$ cat src/rtl/ysyx_22050710_axi_bridge_pkg.sv
// Shared types and AXI constants for the SRAM-to-AXI bridge.
// The read FSM lives in the arbiter; the write FSM stays in the top.
package ysyx_22050710_axi_bridge_pkg;
    typedef enum logic [1:0] {R_IDLE, R_AR, R_WAIT} rd_state_t;
    typedef enum logic [1:0] {W_IDLE, W_REQ, W_B}   wr_state_t;

    localparam int         AXI_ID_INST = 0;
    localparam int         AXI_ID_DATA = 1;
    localparam logic [1:0] BURST_INCR  = 2'b01;
    localparam int         SIZE_WD     = 3;
endpackage

$ cat src/rtl/ysyx_22050710_axi_rd_arb.sv
// Read-side arbitration between inst and data ports and the single-beat AR/R FSM.
// The data port wins; data reads wait while a write is in flight so reads see it.
module ysyx_22050710_axi_rd_arb
    import ysyx_22050710_axi_bridge_pkg::*;
#(
    parameter int ADDR_WD = 32,
    parameter int DATA_WD = 64,
    parameter int ID_WD   = 4
) (
    input  logic               clk,
    input  logic               rst,
    input  logic               inst_req,
    input  logic               inst_op,
    input  logic [SIZE_WD-1:0] inst_size,
    input  logic [ADDR_WD-1:0] inst_addr,
    input  logic               data_req,
    input  logic               data_op,
    input  logic [SIZE_WD-1:0] data_size,
    input  logic [ADDR_WD-1:0] data_addr,
    input  logic               wr_busy,
    output logic               inst_addr_ok,
    output logic               data_addr_ok,
    output logic               data_busy,
    output logic               arvalid,
    output logic [ID_WD-1:0]   arid,
    output logic [ADDR_WD-1:0] araddr,
    output logic [SIZE_WD-1:0] arsize,
    input  logic               arready,
    input  logic               rvalid,
    input  logic [ID_WD-1:0]   rid,
    input  logic [DATA_WD-1:0] rdata,
    output logic               rready,
    output logic               inst_data_ok,
    output logic [DATA_WD-1:0] inst_rdata,
    output logic               data_data_ok,
    output logic [DATA_WD-1:0] data_rdata
);
    rd_state_t state, state_n;
    logic      pick_data, pick_inst;

    assign pick_data = data_req & ~data_op & ~wr_busy;
    assign pick_inst = inst_req & ~inst_op & ~pick_data;
    assign arvalid   = (state == R_AR);
    assign rready    = (state == R_WAIT);
    // Lets the write FSM hold off a data write behind an outstanding data read.
    assign data_busy = (state != R_IDLE) && (arid == ID_WD'(AXI_ID_DATA));

    always_comb begin
        state_n      = state;
        inst_addr_ok = 1'b0;
        data_addr_ok = 1'b0;
        case (state)
            R_IDLE: begin
                data_addr_ok = pick_data;
                inst_addr_ok = pick_inst;
                if (pick_data | pick_inst) state_n = R_AR;
            end
            R_AR:    if (arready) state_n = R_WAIT;
            R_WAIT:  if (rvalid)  state_n = R_IDLE;
            default: state_n = R_IDLE;
        endcase
    end

    always_ff @(posedge clk or posedge rst) begin
        if (rst) state <= R_IDLE;
        else     state <= state_n;
    end

    always_ff @(posedge clk or posedge rst) begin
        if (rst) begin
            arid         <= '0;
            araddr       <= '0;
            arsize       <= '0;
            inst_data_ok <= 1'b0;
            data_data_ok <= 1'b0;
            inst_rdata   <= '0;
            data_rdata   <= '0;
        end else begin
            inst_data_ok <= 1'b0;
            data_data_ok <= 1'b0;
            if (data_addr_ok) begin
                arid   <= ID_WD'(AXI_ID_DATA);
                araddr <= data_addr;
                arsize <= data_size;
            end else if (inst_addr_ok) begin
                arid   <= ID_WD'(AXI_ID_INST);
                araddr <= inst_addr;
                arsize <= inst_size;
            end
            if (rready && rvalid) begin
                if (rid == ID_WD'(AXI_ID_DATA)) begin
                    data_data_ok <= 1'b1;
                    data_rdata   <= rdata;
                end else begin
                    inst_data_ok <= 1'b1;
                    inst_rdata   <= rdata;
                end
            end
        end
    end
endmodule

$ cat src/rtl/ysyx_22050710_axi_bridge.sv
// Bridges the core's inst/data SRAM-like ports onto one single-beat AXI4 master.
// One read and one write may be outstanding at a time.
module ysyx_22050710_axi_bridge
    import ysyx_22050710_axi_bridge_pkg::*;
#(
    parameter int SRAM_ADDR_WD  = 32,
    parameter int SRAM_DATA_WD  = 64,
    parameter int SRAM_WMASK_WD = 8,
    parameter int AXI_ID_WD     = 4
) (
    input  logic                     i_clk,
    input  logic                     i_rst,
    input  logic                     i_inst_sram_req,
    input  logic                     i_inst_sram_op,
    input  logic [SIZE_WD-1:0]       i_inst_sram_size,
    input  logic [SRAM_ADDR_WD-1:0]  i_inst_sram_addr,
    input  logic [SRAM_WMASK_WD-1:0] i_inst_sram_wstrb,
    input  logic [SRAM_DATA_WD-1:0]  i_inst_sram_wdata,
    output logic                     o_inst_sram_addr_ok,
    output logic                     o_inst_sram_data_ok,
    output logic [SRAM_DATA_WD-1:0]  o_inst_sram_rdata,
    input  logic                     i_data_sram_req,
    input  logic                     i_data_sram_op,
    input  logic [SIZE_WD-1:0]       i_data_sram_size,
    input  logic [SRAM_ADDR_WD-1:0]  i_data_sram_addr,
    input  logic [SRAM_WMASK_WD-1:0] i_data_sram_wstrb,
    input  logic [SRAM_DATA_WD-1:0]  i_data_sram_wdata,
    output logic                     o_data_sram_addr_ok,
    output logic                     o_data_sram_data_ok,
    output logic [SRAM_DATA_WD-1:0]  o_data_sram_rdata,
    output logic                     o_axi_arvalid,
    output logic [AXI_ID_WD-1:0]     o_axi_arid,
    output logic [SRAM_ADDR_WD-1:0]  o_axi_araddr,
    output logic [7:0]               o_axi_arlen,
    output logic [SIZE_WD-1:0]       o_axi_arsize,
    output logic [1:0]               o_axi_arburst,
    input  logic                     i_axi_arready,
    input  logic                     i_axi_rvalid,
    input  logic [AXI_ID_WD-1:0]     i_axi_rid,
    input  logic [SRAM_DATA_WD-1:0]  i_axi_rdata,
    input  logic [1:0]               i_axi_rresp,
    input  logic                     i_axi_rlast,
    output logic                     o_axi_rready,
    output logic                     o_axi_awvalid,
    output logic [AXI_ID_WD-1:0]     o_axi_awid,
    output logic [SRAM_ADDR_WD-1:0]  o_axi_awaddr,
    output logic [7:0]               o_axi_awlen,
    output logic [SIZE_WD-1:0]       o_axi_awsize,
    output logic [1:0]               o_axi_awburst,
    input  logic                     i_axi_awready,
    output logic                     o_axi_wvalid,
    output logic [SRAM_DATA_WD-1:0]  o_axi_wdata,
    output logic [SRAM_WMASK_WD-1:0] o_axi_wstrb,
    output logic                     o_axi_wlast,
    input  logic                     i_axi_wready,
    input  logic                     i_axi_bvalid,
    input  logic [AXI_ID_WD-1:0]     i_axi_bid,
    input  logic [1:0]               i_axi_bresp,
    output logic                     o_axi_bready
);
    wr_state_t                wr_state, wr_state_n;
    logic                     rd_data_addr_ok, rd_data_busy, rd_data_ok;
    logic                     wr_addr_ok, wr_data_ok;
    logic                     aw_valid, w_valid;
    logic [SRAM_ADDR_WD-1:0]  aw_addr;
    logic [SIZE_WD-1:0]       aw_size;
    logic [SRAM_WMASK_WD-1:0] w_strb;
    logic [SRAM_DATA_WD-1:0]  w_data;
    logic                     unused_ok;

    // Single-beat only, responses are never checked, the inst port never writes.
    assign unused_ok = ^{i_inst_sram_wstrb, i_inst_sram_wdata, i_axi_rresp,
                         i_axi_rlast, i_axi_bid, i_axi_bresp};

    ysyx_22050710_axi_rd_arb #(
        .ADDR_WD (SRAM_ADDR_WD),
        .DATA_WD (SRAM_DATA_WD),
        .ID_WD   (AXI_ID_WD)
    ) u_rd_arb (
        .clk          (i_clk),
        .rst          (i_rst),
        .inst_req     (i_inst_sram_req),
        .inst_op      (i_inst_sram_op),
        .inst_size    (i_inst_sram_size),
        .inst_addr    (i_inst_sram_addr),
        .data_req     (i_data_sram_req),
        .data_op      (i_data_sram_op),
        .data_size    (i_data_sram_size),
        .data_addr    (i_data_sram_addr),
        .wr_busy      (wr_state != W_IDLE),
        .inst_addr_ok (o_inst_sram_addr_ok),
        .data_addr_ok (rd_data_addr_ok),
        .data_busy    (rd_data_busy),
        .arvalid      (o_axi_arvalid),
        .arid         (o_axi_arid),
        .araddr       (o_axi_araddr),
        .arsize       (o_axi_arsize),
        .arready      (i_axi_arready),
        .rvalid       (i_axi_rvalid),
        .rid          (i_axi_rid),
        .rdata        (i_axi_rdata),
        .rready       (o_axi_rready),
        .inst_data_ok (o_inst_sram_data_ok),
        .inst_rdata   (o_inst_sram_rdata),
        .data_data_ok (rd_data_ok),
        .data_rdata   (o_data_sram_rdata)
    );

    assign wr_addr_ok = (wr_state == W_IDLE) & i_data_sram_req & i_data_sram_op & ~rd_data_busy;

    assign o_data_sram_addr_ok = rd_data_addr_ok | wr_addr_ok;
    assign o_data_sram_data_ok = rd_data_ok | wr_data_ok;

    assign o_axi_arlen   = 8'd0;
    assign o_axi_arburst = BURST_INCR;
    assign o_axi_awvalid = aw_valid;
    assign o_axi_awid    = AXI_ID_WD'(AXI_ID_DATA);
    assign o_axi_awaddr  = aw_addr;
    assign o_axi_awlen   = 8'd0;
    assign o_axi_awsize  = aw_size;
    assign o_axi_awburst = BURST_INCR;
    assign o_axi_wvalid  = w_valid;
    assign o_axi_wdata   = w_data;
    assign o_axi_wstrb   = w_strb;
    assign o_axi_wlast   = 1'b1;
    assign o_axi_bready  = (wr_state == W_B);

    always_comb begin
        wr_state_n = wr_state;
        case (wr_state)
            W_IDLE: if (wr_addr_ok) wr_state_n = W_REQ;
            // AW and W retire independently; move on once neither is still pending.
            W_REQ: if ((~aw_valid | i_axi_awready) & (~w_valid | i_axi_wready)) wr_state_n = W_B;
            W_B:     if (i_axi_bvalid) wr_state_n = W_IDLE;
            default: wr_state_n = W_IDLE;
        endcase
    end

    always_ff @(posedge i_clk or posedge i_rst) begin
        if (i_rst) wr_state <= W_IDLE;
        else       wr_state <= wr_state_n;
    end

    always_ff @(posedge i_clk or posedge i_rst) begin
        if (i_rst) begin
            aw_valid   <= 1'b0;
            w_valid    <= 1'b0;
            aw_addr    <= '0;
            aw_size    <= '0;
            w_strb     <= '0;
            w_data     <= '0;
            wr_data_ok <= 1'b0;
        end else begin
            wr_data_ok <= (wr_state == W_B) & i_axi_bvalid;
            if (wr_addr_ok) begin
                aw_valid <= 1'b1;
                w_valid  <= 1'b1;
                aw_addr  <= i_data_sram_addr;
                aw_size  <= i_data_sram_size;
                w_strb   <= i_data_sram_wstrb;
                w_data   <= i_data_sram_wdata;
            end else begin
                if (i_axi_awready) aw_valid <= 1'b0;
                if (i_axi_wready)  w_valid  <= 1'b0;
            end
        end
    end
endmodule

$ cat config.mk
export PLATFORM = sky130hd
export DESIGN_NAME = ysyx_22050710_axi_bridge
export DESIGN_NICKNAME = d
export VERILOG_FILES = /design/src/rtl/ysyx_22050710_axi_bridge_pkg.sv /design/src/rtl/ysyx_22050710_axi_rd_arb.sv /design/src/rtl/ysyx_22050710_axi_bridge.sv
export SDC_FILE = /design/constraint.sdc
export NUM_CORES = 1
export LEC_CHECK = 0
export ABC_AREA = 1
export CORE_AREA = 2 2 237 239
export CTS_BUF_LIST = sky130_fd_sc_hd__clkbuf_2 sky130_fd_sc_hd__clkbuf_4 sky130_fd_sc_hd__clkbuf_8
export CTS_CLUSTER_DIAMETER = 150
export DETAILED_ROUTE_END_ITERATION = 8
export DIE_AREA = 0 0 239 241
export PLACE_DENSITY = 0.6
export SETUP_SLACK_MARGIN = 0.5
export SYNTH_ARGS = -nofsm -noshare
export SYNTH_HDL_FRONTEND = slang
export SYNTH_HIERARCHICAL = 1
export SYNTH_SLANG_ARGS = --single-unit
$ cat constraint.sdc
create_clock -name i_clk -period 17 [get_ports i_clk]
set_input_delay 3.4 -clock i_clk [delete_from_list [all_inputs] [get_ports i_clk]]
set_output_delay 3.4 -clock i_clk [all_outputs]
set_load 0.005 [all_outputs]
==> impl_metrics.tcl <==
set metrics [dict create \
    cp-start-kind "input port" \
    worst_pin_slew_ns 1.044 \
    htree_levels 2 \
    slew_violations 0 \
    ys_warn_count 6 \
    cts_buffers 53 \
    synthTopCellsByCount "nand2_1 (757), dfrtp_1 (280), nand3_1 (149), buf_4 (43), buf_2 (37)" \
    grt_pass1_vias 11420 \
    power.density_nw_per_um2 167.2 \
    wl_mm 45.54 \
    clk_pin_slew_ns 0.06 \
    synth_top_family_by_area "simple AND/OR/NAND/NOR gates" \
    gp_congestion 0.8213 \
    dr.pass1.iters 5 \
    fp.dieW_um 239 \
    wire_per_inst_um 17.52 \
    grt_max_degree 102 \
    fin_skew_ns 0.01850 \
    initial_core_util 0.2142 \
    ys_async_sr_fraction 1.000 \
    seqCellArea_um2 7007 \
    final_nets 2159 \
    final_util 0.3332 \
    ant_nets 0 \
    cts.sink_count 280 \
    cts_tree "done" \
    syn_to_final_growth_pct 55.59 \
    die_area_um2 57600 \
    max_stage_delay_ns 0.60 \
    grt_pass1_wl_mm 67.98 \
    worstSetupPathType "in -> out" \
    ys_types 18 \
    ios 610 \
    fp-row-count 86 \
    end_kind "output pin" \
    syn_avg_cell_area_um2 8.529 \
    cp.arrival_ns 5.89 \
    synth-main-ff-cell "dfrtp_1" \
    status "completed" \
    hold_slack_ns 0.4676 \
    yosys-top-cells-area "dfrtp_1 (60%), nand2_1 (24%), nand3_1 (6.3%)" \
    syn_inst 1378 \
    synth_fa_ha_area_frac 0 \
    drtIter0Drc 485 \
    hold_viol_final 0 \
    vias 11080 \
    fill_cells 5669 \
    io_buffer_count 500 \
    stdcell_area_um2 18290 \
    yosysTopAreaCell "dfrtp_1" \
    clk_path_buf_depth 3 \
    p_leak_nw 9.022 \
    relSlewSlack 0.3037 \
    antennaDiodeCount 0 \
    cap_violations 0 \
    clkLatencyLatePin_ns 0.62 \
    multi_input_area_um2 4051 \
    cts_setup_buffers 0 \
    p_total_mw 3.057 \
    final.setup.tns_ns 0 \
    crit_fanout 51 \
    synth-edff-count 0 \
    cts_resized 0 \
    synth_simple_gate_area_frac 0.3324 \
    ir_drop_mv 0.08342 \
    synth_compound_area_frac 0.0004258 \
    rsz0062_at_grt "false" \
    fp.dieH_um 241 \
    ys_seq_elements 280 \
    cpMaxStageDelayCell "buf_2" \
    setup_violations 0 \
    cpMostUsedCell "nand2_1" \
    root_buffer "clkbuf_8" \
    drc 0 \
    grt-ovfl-total 0 \
    drive_above_1_share 0.06751 \
    design.core.area_um2 54880 \
    viasPerCell 4.260 \
    antenna_found_initial 3 \
    hold_class "reg -> reg" \
    cts_hold_repair.buffers 0 \
    worstPathRequired_ns 13.60 \
    fin_crit_ns 9.287 \
    syn_area_um2 11750 \
    synth_top_area_frac 0.5962 \
    hpwl_mm 32.13 \
    track_usage 0.1530 \
    yosysMostFrequentCell "nand2_1" \
    yosys-mux-area-fraction 0 \
    path_cells "buf_2 -> nand2_1 -> nor2_4 -> nand2_4 -> nand2_1 -> clkdlybuf4s50_1" \
    place_area_um2 17140 \
    synth_xor_area_frac 0 \
    max_freq_mhz 107.7 \
    ys_seq_area_frac 0.5962 \
    finalCritPeriodShare 0.5463 \
]
## metrics by stage
step / instances / worst slack, ns
finish: 2600 / 7.713
floorplan: 1403 / 9.053
detailed placement: 2506 / 7.683
global placement: 2506 / 7.650
global route: 2600 / 7.531
CTS: 2600 / 7.663
## per-layer routing
metal  GRT usage  vias up  wire, um
met5           0        -        44
met4     0.06250        6      1654
met3     0.06039       92      4844
met2      0.2401      524     20340
met1      0.1876     5234     18660
li1            -     5220         -
## cells by family after synthesis
| group | after synthesis |
|---|---|
| other cells | 3 |
| simple gates | 956 |
| buf+inv | 138 |
| compound gates | 1 |
| flops | 280 |
## critical path: cells and delay by family
kind | cells | cell delay [ns]
simple gates | 4 | 1.33
buf+inv | 2 | 1.13
## placed cells by master, fill, tap and decap left out
cell,Yosys,final
inv_8,0,1
buf_4,43,14
o21ai_0,1,1
clkdlybuf4s50_1,0,499
inv_4,0,1
nand2_4,0,1
clkbuf_4,0,16
conb_1,3,28
buf_2,37,1
inv_2,5,5
nor3_1,1,1
nand4_1,35,35
inv_1,18,16
nand3_1,149,147
or2_2,1,1
clkinv_2,0,4
nor2_4,5,6
dfrtp_1,280,280
clkbuf_8,0,72
nor2_1,7,6
nand3_2,0,1
nand3_4,0,1
nand2_2,1,2
clkinvlp_4,0,2
nand2_1,757,755
## path summary, 6_finish.rpt
path | cells past startpoint | from | slack [ns] | endpoint
min in group asynchronous | 2 | i_rst | 3.42 | u_rd_arb/data_data_ok
setup reg to reg | 7 | u_rd_arb/state[0] | 13.86 | o_axi_awaddr[5]
hold reg to reg | 2 | u_rd_arb/data_rdata[50] | 0.47 | u_rd_arb/data_rdata[50]
setup / recovery | 6 | i_data_sram_req | 7.71 | o_data_sram_addr_ok
hold / removal | 2 | u_rd_arb/data_rdata[50] | 0.47 | u_rd_arb/data_rdata[50]
max in group asynchronous | 3 | i_rst | 12.12 | u_rd_arb/data_rdata[32]
## power breakdown
part,internal [mW],switching (mW),total (mW)
registers,0.947,0.165,1.11
clock network,0.409,0.298,0.706
logic,0.658,0.581,1.24
total,2.01,1.04,3.06
## state kept, by name, indices dropped and copies added, names as in the netlist
| signal | count |
|---|---|
| u_rd_arb/arsize | 3 |
| o_axi_wstrb | 8 |
| u_rd_arb/data_data_ok | 1 |
| o_axi_awaddr | 32 |
| wr_data_ok | 1 |
| o_axi_awvalid | 1 |
| u_rd_arb/inst_data_ok | 1 |
| u_rd_arb/araddr | 32 |
| o_axi_awsize | 3 |
| wr_state | 2 |
| u_rd_arb/inst_rdata | 64 |
| u_rd_arb/state | 2 |
| o_axi_wdata | 64 |
| u_rd_arb/data_rdata | 64 |
| u_rd_arb/arid | 1 |
| o_axi_wvalid | 1 |
## cell type report
class,count,share of cell area
sequential,280,0.3832
clock buffer,88,0.06076
tap,704,0.04817
multi-input combinational,985,0.2216
inverter,23,0.005269
clock inverter,6,0.001916
timing repair buffer,514,0.2792
Note: power is estimated with default switching activity, not from simulation.
